**config.mk**
```make
export PLATFORM = sky130hd
export DESIGN_NAME = uop_issue_q
export DESIGN_NICKNAME = d
export VERILOG_FILES = /design/src/rtl/uop_pkg.sv /design/src/rtl/uop_fifo.sv /design/src/rtl/uop_issue_q.sv
export SDC_FILE = /design/constraint.sdc
export NUM_CORES = 1
export LEC_CHECK = 0
export CORE_MARGIN = 3
export CORE_UTILIZATION = 56
export CTS_CLUSTER_SIZE = 30
export DETAILED_ROUTE_END_ITERATION = 6
export PLACE_DENSITY = 0.86
export SYNTH_ARGS = -nofsm -noshare
export SYNTH_HDL_FRONTEND = slang
export SYNTH_SLANG_ARGS = --single-unit
```
**constraint.sdc**
```tcl
create_clock -name clk -period 3.96 [get_ports clk]
set_input_delay 0.594 -clock clk [delete_from_list [all_inputs] [get_ports clk]]
set_output_delay 0.594 -clock clk [all_outputs]
set_load 0.03 [all_outputs]
```
**src/rtl/uop_pkg.sv**
```systemverilog
// Shared constants, entry layout and latency helper for the uop issue queue.
package uop_pkg;

  localparam int UOP_W_DEFAULT = 32;
  localparam int LAT_W_DEFAULT = 6;

  typedef struct packed {
    logic [UOP_W_DEFAULT-1:0] payload;
    logic [LAT_W_DEFAULT-1:0] lat;
  } uop_entry_t;

  // A zero latency is meaningless for issue timing, so it is promoted to one cycle.
  function automatic logic [31:0] eff_lat(input logic [31:0] lat);
    return (lat == 32'd0) ? 32'd1 : lat;
  endfunction

endpackage

```
**src/rtl/uop_fifo.sv**
```systemverilog
// Circular buffer of issue entries with a combinational head read.
module uop_fifo #(
  parameter int W     = 38,
  parameter int DEPTH = 4
) (
  input  logic                       clk,
  input  logic                       reset,
  input  logic                       push,
  input  logic                       pop,
  input  logic                       clr,
  input  logic [W-1:0]               din,
  output logic [W-1:0]               head,
  output logic [$clog2(DEPTH+1)-1:0] count,
  output logic                       full,
  output logic                       empty
);

  localparam int PTR_W = $clog2(DEPTH);
  localparam int CNT_W = $clog2(DEPTH + 1);

  logic [W-1:0]     mem [DEPTH];
  logic [PTR_W-1:0] rd_ptr_reg;
  logic [PTR_W-1:0] wr_ptr_reg;
  logic [CNT_W-1:0] count_reg;
  logic             do_push;
  logic             do_pop;

  assign do_push = push && !clr;
  assign do_pop  = pop && !clr;

  always_ff @(posedge clk) begin
    if (do_push) begin
      mem[wr_ptr_reg] <= din;
    end
  end

  // Pointers are DEPTH-sized (power of two), so plain increment wraps.
  always_ff @(posedge clk) begin
    if (reset || clr) begin
      rd_ptr_reg <= '0;
      wr_ptr_reg <= '0;
      count_reg  <= '0;
    end else begin
      if (do_push) begin
        wr_ptr_reg <= wr_ptr_reg + PTR_W'(1);
      end
      if (do_pop) begin
        rd_ptr_reg <= rd_ptr_reg + PTR_W'(1);
      end
      case ({do_push, do_pop})
        2'b10:   count_reg <= count_reg + CNT_W'(1);
        2'b01:   count_reg <= count_reg - CNT_W'(1);
        default: count_reg <= count_reg;
      endcase
    end
  end

  assign head  = mem[rd_ptr_reg];
  assign count = count_reg;
  assign full  = (count_reg == CNT_W'(DEPTH));
  assign empty = (count_reg == '0);

endmodule

```
**src/rtl/uop_issue_q.sv**
```systemverilog
// Buffered uop issue stage: FIFO in front of a registered output with per-uop
// issue latency, two-way back-pressure, flush and freeze.
module uop_issue_q
  import uop_pkg::*;
#(
  parameter int UOP_W = UOP_W_DEFAULT,
  parameter int DEPTH = 4,
  parameter int LAT_W = LAT_W_DEFAULT
) (
  input  logic             clk,
  input  logic             reset,
  input  logic             clear,
  input  logic             enabled,
  input  logic             prev_valid,
  input  logic [UOP_W-1:0] prev_uop,
  input  logic [LAT_W-1:0] prev_lat,
  output logic             stalled,
  input  logic             next_stalled,
  output logic             valid,
  output logic [UOP_W-1:0] uop_out,
  output logic [LAT_W-1:0] lat_out,
  output logic             busy
);

  localparam int CNT_W = $clog2(DEPTH + 1);
  localparam int ENT_W = UOP_W + LAT_W;

  logic [ENT_W-1:0] fifo_head;
  logic [CNT_W-1:0] fifo_count;
  logic             fifo_full;
  logic             fifo_empty;
  logic [LAT_W-1:0] prev_lat_eff;
  logic             push;
  logic             cons;
  logic             ld;

  logic             valid_reg;
  logic [UOP_W-1:0] uop_out_reg;
  logic [LAT_W-1:0] lat_out_reg;
  logic [LAT_W-1:0] busy_cnt_reg;
  logic [LAT_W-1:0] busy_cnt_next;

  assign prev_lat_eff = LAT_W'(eff_lat(32'(prev_lat)));

  // No bypass on a full FIFO: a pop in the same cycle does not open a slot.
  assign stalled = (fifo_count == CNT_W'(DEPTH)) || !enabled || clear;
  assign push    = prev_valid && !stalled && !fifo_full;
  assign cons    = valid_reg && !next_stalled && enabled && !clear;

  always_comb begin
    busy_cnt_next = busy_cnt_reg;
    if (enabled) begin
      if (cons) begin
        busy_cnt_next = (lat_out_reg == '0) ? '0 : lat_out_reg - LAT_W'(1);
      end else if (busy_cnt_reg != '0) begin
        busy_cnt_next = busy_cnt_reg - LAT_W'(1);
      end
    end
  end

  // A load is allowed on the edge after which the unit is free, so a lat-L uop
  // consumed at edge t lets the next one load at edge t+L-1 (same edge for L=1).
  assign ld = enabled && !clear && !fifo_empty && (busy_cnt_next == '0) &&
              (!valid_reg || cons);

  uop_fifo #(
    .W     (ENT_W),
    .DEPTH (DEPTH)
  ) u_fifo (
    .clk   (clk),
    .reset (reset),
    .push  (push),
    .pop   (ld),
    .clr   (clear),
    .din   ({prev_uop, prev_lat_eff}),
    .head  (fifo_head),
    .count (fifo_count),
    .full  (fifo_full),
    .empty (fifo_empty)
  );

  // busy_cnt survives a clear: an in-flight multi-cycle op still owns the unit.
  always_ff @(posedge clk) begin
    if (reset) begin
      valid_reg    <= 1'b0;
      uop_out_reg  <= '0;
      lat_out_reg  <= '0;
      busy_cnt_reg <= '0;
    end else begin
      busy_cnt_reg <= busy_cnt_next;
      if (clear) begin
        valid_reg <= 1'b0;
      end else if (ld) begin
        valid_reg   <= 1'b1;
        uop_out_reg <= fifo_head[ENT_W-1:LAT_W];
        lat_out_reg <= fifo_head[LAT_W-1:0];
      end else if (cons) begin
        valid_reg <= 1'b0;
      end
    end
  end

  assign valid   = valid_reg;
  assign uop_out = uop_out_reg;
  assign lat_out = lat_out_reg;
  assign busy    = (busy_cnt_reg != '0);

endmodule
```
# Word-level counts from Yosys, hierarchy flattened
# Memory sizes are Yosys's and may differ from the RTL's. A register that Yosys moved wholly into a read port is not among the register bits.
# Cells that the tools add are included.
# totals
ram_bits	152
ff_bits	14
elab_cells	57
out_inout_bits	41
mem_count	1
input_bits	44
# memory_table
name	depth	word_bits	rd	rd_ports_with_merged_regs	wr	line	text
u_fifo.mem	4	38	1	1	1	uop_fifo.sv:21	logic [W-1:0] mem [DEPTH];
# classes
n_eq_ne	3
mux	10
addsub	6
bitwise_logic	1
n_reduce_logical	31
# op_table
op	n
2-to-1 mux 6 bit	5
zero test 6 bit	3
subtractor 6 x 1 -> 6 bit (second input constant)	2
logical AND 1 bit	11
zero test 1 bit	7
one-hot mux 3 bit (2 select lines)	1
nonzero test 6 bit	1
adder 2 x 1 -> 2 bit (second input constant)	2
logical OR 1 bit	4
2-to-1 mux 1 bit	4
nonzero test 2 bit	2
adder 3 x 1 -> 3 bit (second input constant)	1
== test 3 bit (second input constant)	1
zero test 3 bit	1
subtractor 3 x 1 -> 3 bit (second input constant)	1
== test 2 x 1 -> 1 bit (second input constant)	1
== test 2 bit (second input constant)	1
AND reduction 2 bit	1
OR reduction 2 bit	1
inverter 1 bit	1

# Longest topological paths before layout
# Gate-level depths: netlist (run 1).
# logic_depth
word_depth	12
depth_mapped	15

# By module
# A second synthesis (run 1) with hierarchy kept.
# unflattened
cells_unflattened	497
hier_area_um2	8314.2
# modules_own_cells
mod	seq_area_each_um2	instances	area_each_um2	cells_per_inst
uop_fifo	4744.6	1	5950.7	248
uop_issue_q	900.9	1	2363.5	249

# Worst setup path after synthesis (run 1)
# No wires, ideal clock.
# synth_path
kind	register -> register
from	reg lat_out_reg[0] (netlist: lat_out[0])
to	reg u_fifo.count_reg[2] (netlist: u_fifo.count[2])
path_slack_ns	0.669
period_less_slack_ns	3.291
setup_time_ns	0.070
n_path_buf	0
t_arrival_ns	3.221
path_stages_with_launch	15
path_cell_list	dfxtp_1 -> inv_1 -> ha_1 -> nor3b_1 -> and3b_1 -> o21ai_0 -> o211ai_1 -> nor4_1 -> and2_1 -> ha_1 -> inv_1 -> fa_1 -> xor2_1 -> or3_1 -> a21oi_1
# synth_via
elab_chain_cells	10
elab_cells_between_ends	13
classes_between	add/sub: 1; eq/ne: 2; mux: 4; reduce/logical: 6
# synth_rtl
element	line	text
from (decl)	uop_issue_q.sv:39	logic [LAT_W-1:0] lat_out_reg;
from (signal assigned)	uop_issue_q.sv:96	lat_out_reg <= fifo_head[LAT_W-1:0];
subtractor 6 x 1 -> 6 bit or zero test 6 bit (tied branches)	uop_issue_q.sv:54	busy_cnt_next = (lat_out_reg == '0) ? '0 : lat_out_reg - LAT_W'(1);
2-to-1 mux 6 bit *	uop_issue_q.sv:54	
2-to-1 mux 6 bit *	uop_issue_q.sv:53	if (cons) begin
2-to-1 mux 6 bit *	uop_issue_q.sv:52	if (enabled) begin
zero test 6 bit *	uop_issue_q.sv:63	assign ld = enabled && !clear && !fifo_empty && (busy_cnt_next == '0) &&
logical AND 1 bit * (2 in a row)	uop_issue_q.sv:63	
logical AND 1 bit *	uop_fifo.sv:29	assign do_pop = pop && !clr;
net u_fifo.do_pop	uop_fifo.sv:26	logic do_pop;
== test 2 x 1 -> 1 bit or == test 2 bit (tied branches)	uop_fifo.sv:50	case ({do_push, do_pop})
one-hot mux 3 bit (2 select lines) or nonzero test 2 bit (tied branches)	--	
to (signal assigned)	uop_fifo.sv:51	2'b10: count_reg <= count_reg + CNT_W'(1);
to (signal assigned)	uop_fifo.sv:52	2'b01: count_reg <= count_reg - CNT_W'(1);
to (signal assigned)	uop_fifo.sv:53	default: count_reg <= count_reg;
to (decl)	uop_fifo.sv:24	logic [CNT_W-1:0] count_reg;
# The timed path passes the listed nets; every way through them passes the cells marked *.
# A chain may end at the register's enable or synchronous reset.

# Final worst setup path (run 1)
# layout_path
from	in clear
to	reg u_fifo.count_reg[2] (netlist: u_fifo.count[2])
# layout_via
elab_chain_cells	10
elab_cells_between_ends	21
classes_between	eq/ne: 2; mux: 3; reduce/logical: 16
# layout_rtl
element	line	text
from (decl)	uop_issue_q.sv:12	input logic clear,
zero test 1 bit *	uop_fifo.sv:29, uop_issue_q.sv:48, uop_issue_q.sv:63	
logical AND 1 bit	uop_issue_q.sv:48	assign cons = valid_reg && !next_stalled && enabled && !clear;
2-to-1 mux 6 bit	uop_issue_q.sv:53	
2-to-1 mux 6 bit	uop_issue_q.sv:52	
zero test 6 bit	uop_issue_q.sv:63	
logical AND 1 bit (2 in a row)	uop_issue_q.sv:63	
logical AND 1 bit *	uop_fifo.sv:29	
net u_fifo.do_pop	uop_fifo.sv:26	
== test 2 x 1 -> 1 bit or == test 2 bit (tied branches)	uop_fifo.sv:50	
one-hot mux 3 bit (2 select lines) or nonzero test 2 bit (tied branches)	--	
# Marks and branches as above.

==> results.tsv, run 1 <==
stage	metric	value	unit
worst_setup_path	reg2reg_slack	0.39	ns
synth	syn-num-nets	564	
synth	netlist_area	0.00829	mm^2
sta	rsz0062_at_grt	false	
clock_tree	clockBufferDepth	3	
sta	slew_headroom	0.280	
power_and_ir_drop	ir_drop	345	uV
clock_tree	clkTransAtPathRegs	0.06	ns
synth	ys.flop_type	edfxtp_1	
placement	place_ws	0.00222	ns
synth	yosys-top-cells-count	152 x edfxtp_1, 77 x nand2b_1, 52 x dfxtp_1	
synth	synth-seq-cells	204	
placement	place_inst	758	
synth	netlist.area_leader.share	0.551	
worst_hold_path	holdPathStages	2	
sta	final_max_slew_viol_count	0	
placement	place_congestion	0.861	
cells_and_area	area_delta_synth_final	21.0	%
global_routing	grt_use_met1	0.273	
synth	synth-async-reset-ratio	0	
sta	fmax	0.276	GHz
clock_tree	cts_max_level	1	
global_routing	grt_pass1_vias	4926	
sta	finalHoldViolCount	0	
sta	setup_viol_count_final	0	
clock_tree	cts_tree	done	
synth	synth_top_area_cell	edfxtp_1	
global_routing	gr-usage-met3	0.0317	
die	row_count	43	
sta	fin_crit_sh	0.914	
die	dieArea	0.0163	mm^2
worst_setup_path	cp.arrival	4.05	ns
status	status	completed	
cells_and_area	fin_cells	797	
detailed_routing	antenna_left	0	
detailed_routing	drt_iter0_drc	307	
sta	timing.final.crit_period	3.62	ns
power_and_ir_drop	cellPowerDensity	462	mW/mm^2
die	ios	85	
detailed_routing	remaining_drc_errors	0	
worst_setup_path	timing.rr.end	u_fifo.count[2]$_SDFFE_PP0P_	
cells_and_area	drive_above_1_share	0.160	
clock_tree	ctsResizeCount	0	
clock_tree	cts_buffers	22	
worst_setup_path	worstSetupPathType	in -> reg	
job	max_cap_violations	0	
sta	fin_hold_ws	0.471	ns
global_routing	grt_use_met2	0.356	
worst_setup_path	endpoint_kind	register	
worst_hold_path	hold_class	reg -> reg	
global_routing	antenna_found_initial	0	
global_routing	grt_max_degree	56	
placement	portBuffers	84	
cells_and_area	fill_cells	906	
worst_setup_path	cp.required	4.39	ns
cells_and_area	multiInputGateArea	0.00249	mm^2
synth	synth_cells	512	
global_routing	grt_usage	0.205	
detailed_routing	vias_per_cell	5.70	
global_routing	grt-busiest-layer	met2	
die	die_w	128	um
cells_and_area	n_antenna_cell	0	
global_routing	grt_overflow	0	
worst_setup_path	r2r_cells	15	
worst_setup_path	r2r-start	busy_cnt_reg[0]$_SDFF_PP0_	
synth	syn_area_per_cell	16.2	um^2
clock_tree	post-cts-setup-buffer-count	0	
synth	yosysWarnings	0	
clock_tree	ctsHoldBuffers	0	
die	die_height	128	um
worst_hold_path	min-delay-start	uop_out[12]$_SDFFE_PP0P_	
synth	ys_seq_area_frac	0.676	
worst_hold_path	worstHoldEndpoint	uop_out[12]$_SDFFE_PP0P_	
synth	synth_most_common_cell	edfxtp_1	
detailed_routing	routed_wl	15900	um
global_routing	grt_first_pass_wirelength	26400	um
placement	dp_hpwl	10000	um
power_and_ir_drop	leakage	3.19	nW
sta	tns	0	ns
die	start_util	0.584	
detailed_routing	drtPass1Iterations	4	
clock_tree	cts_root_buffer	clkbuf_16	
worst_setup_path	startpoint_type	input pin	
clock_tree	insertion_delay	0.50	ns
cells_and_area	ff_latch_area	0.00561	mm^2
clock_tree	cts.sinks	204	
worst_setup_path	cp_max_fo	9	
sta	max_slew.worst_pin.slew	1.08	ns
detailed_routing	via_count	4540	
synth	synth.area.top_cells	edfxtp_1 55%, dfxtp_1 13%, mux4_2 10%	
die	core	0.0142	mm^2
cells_and_area	nets	654	
synth	synth_edf_count	152	
sta	fin_skew	0.0165	ns
synth	synthDistinctLibCells	52	
detailed_routing	wl_per_cell	19.9	um
cells_and_area	largest_reg_flops	152	
power_and_ir_drop	power	0.00463	W
sta	layout_setup_ws	0.340	ns
## cell usage in the layout (no fill, tap or decap), types with 4 or more instances in the layout
cell type and count:
clkdlybuf4s50_1 83, dfxtp_1 50, mux4_2 38, clkinv_2 7
clkbuf_16 22, nand2_1 7, and2_1 5, nor2b_1 4
nand2b_1 77, and3_2 4, inv_1 13, a211oi_1 4
nor2_1 13, buf_4 10, o21ai_0 6, a21oi_1 7
ha_1 7, or3_1 4, mux2i_1 41, nand3_1 4
nor3_1 6, edfxtp_1 152
## worst max-delay path by stage
stage	startpoint	end	slack [ns]	depth (start not counted)
finish	clear	u_fifo.count[2]$_SDFFE_PP0P_	0.34	13
global route	busy_cnt_reg[0]$_SDFF_PP0_	u_fifo.count[2]$_SDFFE_PP0P_	0.13	15
CTS	clear	u_fifo.count[2]$_SDFFE_PP0P_	0.47	13
detailed placement	clear	u_fifo.count[2]$_SDFFE_PP0P_	0.002	13
global placement	clear	u_fifo.count[2]$_SDFFE_PP0P_	0.20	12
floorplan	lat_out[0]$_SDFFE_PP0P_	u_fifo.count[2]$_SDFFE_PP0P_	0.67	14
## routing by layer
layer / vias to the layer above / wire [um]
met2: 131 / 8300
met5: - / 0
met1: 2267 / 6360
met3: 25 / 919
met4: 0 / 301
li1: 2117 / -
## kinds of logic (layout without fill, tap and decap cells)
| family | Yosys count | in the layout | share of synthesized area |
|---|---|---|---|
| buffers and inverters | 44 | 149 | 0.0240 |
| XOR/XNOR | 4 | 4 | 0.00423 |
| flip-flops | 204 | 204 | 0.676 |
| adder cells (fa/ha/maj) | 8 | 8 | 0.0130 |
| multiplexers | 79 | 79 | 0.153 |
| AO/OA/AOI/OAI | 31 | 31 | 0.0246 |
| AND/OR/NAND/NOR | 142 | 142 | 0.105 |
## metrics by stage
step	instance area, um^2	util
detailed placement	9330	0.657
floorplan	8290	-
global route	10000	0.706
CTS	10000	0.706
global placement	9330	0.657
finish	10000	0.706
## critical path: stages
cell,delay [ns]
clkdlybuf4s50_1,0.56
nor3b_1,0.45
o21ai_0,0.24
a221oi_2,0.36
o21ai_0,0.15
nor4_1,0.25
and2_1,0.20
ha_1,0.18
inv_1,0.06
fa_1,0.37
xor2_1,0.16
or3_1,0.31
a21oi_1,0.14
## power by group
part           internal [W]  total (W)  leakage (nW)  switching (W)
clock               0.00110    0.00192         0.347       0.000812
combinational      0.000172   0.000371          1.05       0.000199
sequential          0.00232    0.00234          1.79      0.0000231
total               0.00360    0.00463          3.19        0.00103
## layout make-up
cell class / count / share of cell area
clock inverters: 15 / 0.0143
multi-input cells: 264 / 0.248
flip-flops and latches: 204 / 0.559
repair buffers: 96 / 0.0948
clock buffers: 24 / 0.0556
inverters: 14 / 0.00524
well taps: 180 / 0.0224
(Power assumes the default switching activity.)
==> run 2: changes to the inputs <==
- CORE_MARGIN: 3 -> 4
- CORE_UTILIZATION: 56 -> 57
- PLACE_DENSITY: 0.86 -> 0.87
- SYNTH_HIERARCHICAL: default -> 1
==> run 2 against run 1 <==
Maximum frequency is 0.32% lower; clock power hardly changed; via count is 1.6% higher; non-clock buffer count is 5 higher; setup slack worse by 0.012 ns; register-to-register slack worse by 0.06 ns; largest power group unchanged.
==> results.tsv, run 2 <==
stage	metric	value	unit	change
global_routing	grt_usage	0.202		-0.00260
clock_tree	ctsHoldBuffers	0		unchanged
power_and_ir_drop	power_switching	0.00106	W	+2.8%
clock_tree	ctsResizeCount	0		unchanged
clock_tree	insertion_delay	0.48	ns	-0.02 ns
clock_tree	cts_max_level	1		unchanged
die	die_height	129	um	+0.86%
worst_setup_path	endpoint_kind	register		
power_and_ir_drop	p_comb_frac	0.098		+0.018
clock_tree	clockBufferDepth	3		unchanged
cells_and_area	drive_above_1_share	0.169		+0.00895
die	core	0.0141	mm^2	-0.76%
sta	final_max_slew_viol_count	0		unchanged
cells_and_area	fill_cells	885		-2.3%
synth	synth_most_common_cell	edfxtp_1		
global_routing	grt_overflow	0		unchanged
synth	synth_top_area_cell	edfxtp_1		
placement	portBuffers	84		unchanged
synth	yosys-top-cells-count	152 x edfxtp_1, 76 x nand2b_1, 54 x dfxtp_1		
clock_tree	post-cts-setup-buffer-count	0		unchanged
die	die_w	129	um	+0.86%
detailed_routing	wl_per_cell	20.6	um	+3.6%
worst_setup_path	crit_slowest_cell	nor2b_1		
cells_and_area	final_common_cell	edfxtp_1		
synth	syn-num-nets	551		-2.3%
global_routing	grt_max_degree	59		+5.4%
die	start_util	0.590		+0.00614
worst_setup_path	cp_max_fo	6		-3
clock_tree	cts.sinks	206		+0.98%
status	status	completed		
cells_and_area	largest_reg_flops	152		unchanged
cells_and_area	nets	648		-0.92%
sta	slew_headroom	0.420		+0.141
synth	syn_area_per_cell	16.7	um^2	+3.3%
sta	fmax	0.275	GHz	-0.32%
detailed_routing	via_count	4611		+1.6%
synth	netlist.area_leader.share	0.549		-0.00157
sta	rsz0062_at_grt	false		
cells_and_area	final_cell_mix	152 x edfxtp_1, 83 x clkdlybuf4s50_1, 76 x nand2b_1, 52 x dfxtp_1, 38 x mux4_2		
power_and_ir_drop	swShare	0.224		+0.000516
sta	tns	0	ns	unchanged
detailed_routing	antenna_left	0		unchanged
sta	setup_viol_count_final	0		unchanged
job	max_cap_violations	0		unchanged
detailed_routing	remaining_drc_errors	0		unchanged
sta	timing.final.crit_period	3.63	ns	+0.0115 ns
synth	synth_edf_count	152		unchanged
placement	dp_hpwl	10100	um	+1.3%
detailed_routing	drtPass1Iterations	6		+2
cells_and_area	ff_latch_area	0.00565	mm^2	+0.67%
synth	yosysWarnings	6		+6
clock_tree	cts_tree	done		
sta	finalHoldViolCount	0		unchanged
synth	ys_seq_area_frac	0.679		+0.00288
worst_setup_path	cp.required	4.36	ns	-0.03 ns
die	row_count	43		unchanged
power_and_ir_drop	p_int	0.00369	W	+2.5%
synth	synthDistinctLibCells	48		-7.7%
cells_and_area	area_delta_synth_final	20.5	%	
global_routing	antenna_found_initial	0		unchanged
power_and_ir_drop	seq_power_share	0.502		-0.004
global_routing	grt_first_pass_wirelength	26300	um	-0.45%
synth	synth-async-reset-ratio	0		unchanged
power_and_ir_drop	power	0.00475	W	+2.6%
worst_setup_path	crit_chain	inv_1, ha_1, nor2b_1, a2111oi_0, a221o_1, nand4b_1, nor3_4, nor2b_1, ha_1, inv_1, fa_1, xor2_1, or3_1, a21oi_1		
power_and_ir_drop	power_frac_clock	0.400		-0.014
power_and_ir_drop	cellPowerDensity	474	mW/mm^2	+2.8%
synth	synth.area.top_cells	edfxtp_1 55%, dfxtp_1 13%, mux4_2 10%		
sta	fin_crit_sh	0.917		+0.00291
power_and_ir_drop	leakage	3.21	nW	+0.62%
detailed_routing	drt_iter0_drc	331		+7.8%
worst_hold_path	hold_class	reg -> reg		
synth	synth-seq-cells	206		+0.98%
detailed_routing	routed_wl	16300	um	+2.4%
worst_setup_path	startpoint_type	register		
detailed_routing	vias_per_cell	5.85		+2.7%
worst_setup_path	worstSetupPathType	reg -> reg		
global_routing	grt-busiest-layer	met2		
global_routing	grt_use_met2	0.357		+0.000865
placement	place_congestion	0.924		+7.3%
worst_setup_path	max_stage_delay	0.39	ns	-0.17 ns
clock_tree	cts_buffers	21		-4.5%
synth	synth_cells	497		-2.9%
die	dieArea	0.0166	mm^2	+1.7%
cells_and_area	stdcell_area	0.0100	mm^2	-0.14%
synth	netlist_area	0.00831	mm^2	+0.29%
sta	max_slew.worst_pin.slew	0.870	ns	-0.211 ns
sta	fin_skew	0.00809	ns	-0.00843 ns
die	ios	85		unchanged
synth	ys.flop_type	edfxtp_1		
global_routing	grt_use_met1	0.262		-0.0108
worst_setup_path	cp.arrival	4.03	ns	-0.02 ns
clock_tree	clkTransAtPathRegs	0.06	ns	about the same
placement	placed_area	0.00935	mm^2	+0.16%
power_and_ir_drop	ir_drop	364	uV	+5.3%
global_routing	gr-usage-met3	0.0382		+0.00652
global_routing	grt_pass1_vias	4878		-0.97%
cells_and_area	n_antenna_cell	0		unchanged
cells_and_area	multiInputGateArea	0.00247	mm^2	-0.95%
clock_tree	cts_root_buffer	clkbuf_16		
-- run 2: cell count changes in the layout (fill, tap and decap cells not counted), sizes merged, moves of 3 or more --
cell	previous run	this run
o21ai	7	4
clkinv	12	8
and3	5	1
nand3	4	1
mux2i	41	37
buf	13	18
a31oi	3	0
nand4	3	0
or4	1	5
o31ai	0	3
or3	4	1
xor2	2	5
inv	15	11
-- run 2: cell families (layout without fill, tap and decap cells) --
group                      Yosys count  count (layout)  synth area share
DFF                                206             206             0.679
AOI/OAI and AO/OA                   29              29            0.0257
xor gates and xnor gates             7               7           0.00737
and+or+nand+nor                    132             132            0.0989
adders and majority gates           10              10            0.0160
muxes                               75              75             0.147
buffers and inverters               38             149            0.0256
-- run 2: through the flow --
| stage | setup slack (ns) | std cells | utilization | hold WS (ns) |
|---|---|---|---|---|
| after detailed placement | -0.0344 | 751 | 0.663 | 0.463 |
| after global placement | 0.139 | 751 | 0.663 | 0.459 |
| after CTS | 0.427 | 788 | 0.711 | 0.481 |
| after floorplan | 0.347 | 497 | - | 0.480 |
| final | 0.328 | 788 | 0.711 | 0.474 |
| after global routing | 0.0988 | 788 | 0.711 | 0.500 |
-- run 2: layer usage --
metal | vias up | part of all wire
li1 | 2078 | -
met3 | 40 | 0.061
met2 | 194 | 0.52
met4 | 0 | 0.018
met1 | 2299 | 0.40
met5 | - | 0
-- run 2: critical path, delay by kind of cell, from the launching register on --
| family | cells | cell delay [ns] |
|---|---|---|
| AO/OA/AOI/OAI | 3 | 0.71 |
| XOR/XNOR | 1 | 0.15 |
| adder cells (fa/ha/maj) | 3 | 0.74 |
| buffers and inverters | 2 | 0.16 |
| flip-flops | 1 | 0.35 |
| AND/OR/NAND/NOR | 5 | 1.43 |
-- run 2: path summary, 6_finish.rpt --
| check | start | slack [ns] | cells past startpoint | to |
|---|---|---|---|---|
| worst max-delay path | busy_cnt_reg[0]$_SDFF_PP0_ | 0.33 | 14 | u_fifo/count[2]$_SDFFE_PP0P_ |
| worst max register to register | busy_cnt_reg[0]$_SDFF_PP0_ | 0.33 | 14 | u_fifo/count[2]$_SDFFE_PP0P_ |
| worst min register to register | uop_out[28]$_SDFFE_PP0P_ | 0.47 | 2 | uop_out[28]$_SDFFE_PP0P_ |
| worst min-delay path | uop_out[28]$_SDFFE_PP0P_ | 0.47 | 2 | uop_out[28]$_SDFFE_PP0P_ |
-- run 2: final cells by class --
type | count | area share
clock inverter | 12 | 0.0112
timing repair buffer | 101 | 0.0962
multi-input combinational | 253 | 0.246
inverter | 11 | 0.00412
clock buffer | 25 | 0.0560
sequential | 206 | 0.564
tap | 180 | 0.0225
-- run 2: power by group through the flow --
stage                     Combinational (W)  Clock, W  Sequential (W)
final                              0.000466   0.00190         0.00238
after global routing               0.000500   0.00203         0.00239
after CTS                          0.000453   0.00194         0.00238
after detailed placement           0.000450         0         0.00243
after global placement             0.000418         0         0.00242
after floorplan                    0.000275         0         0.00242
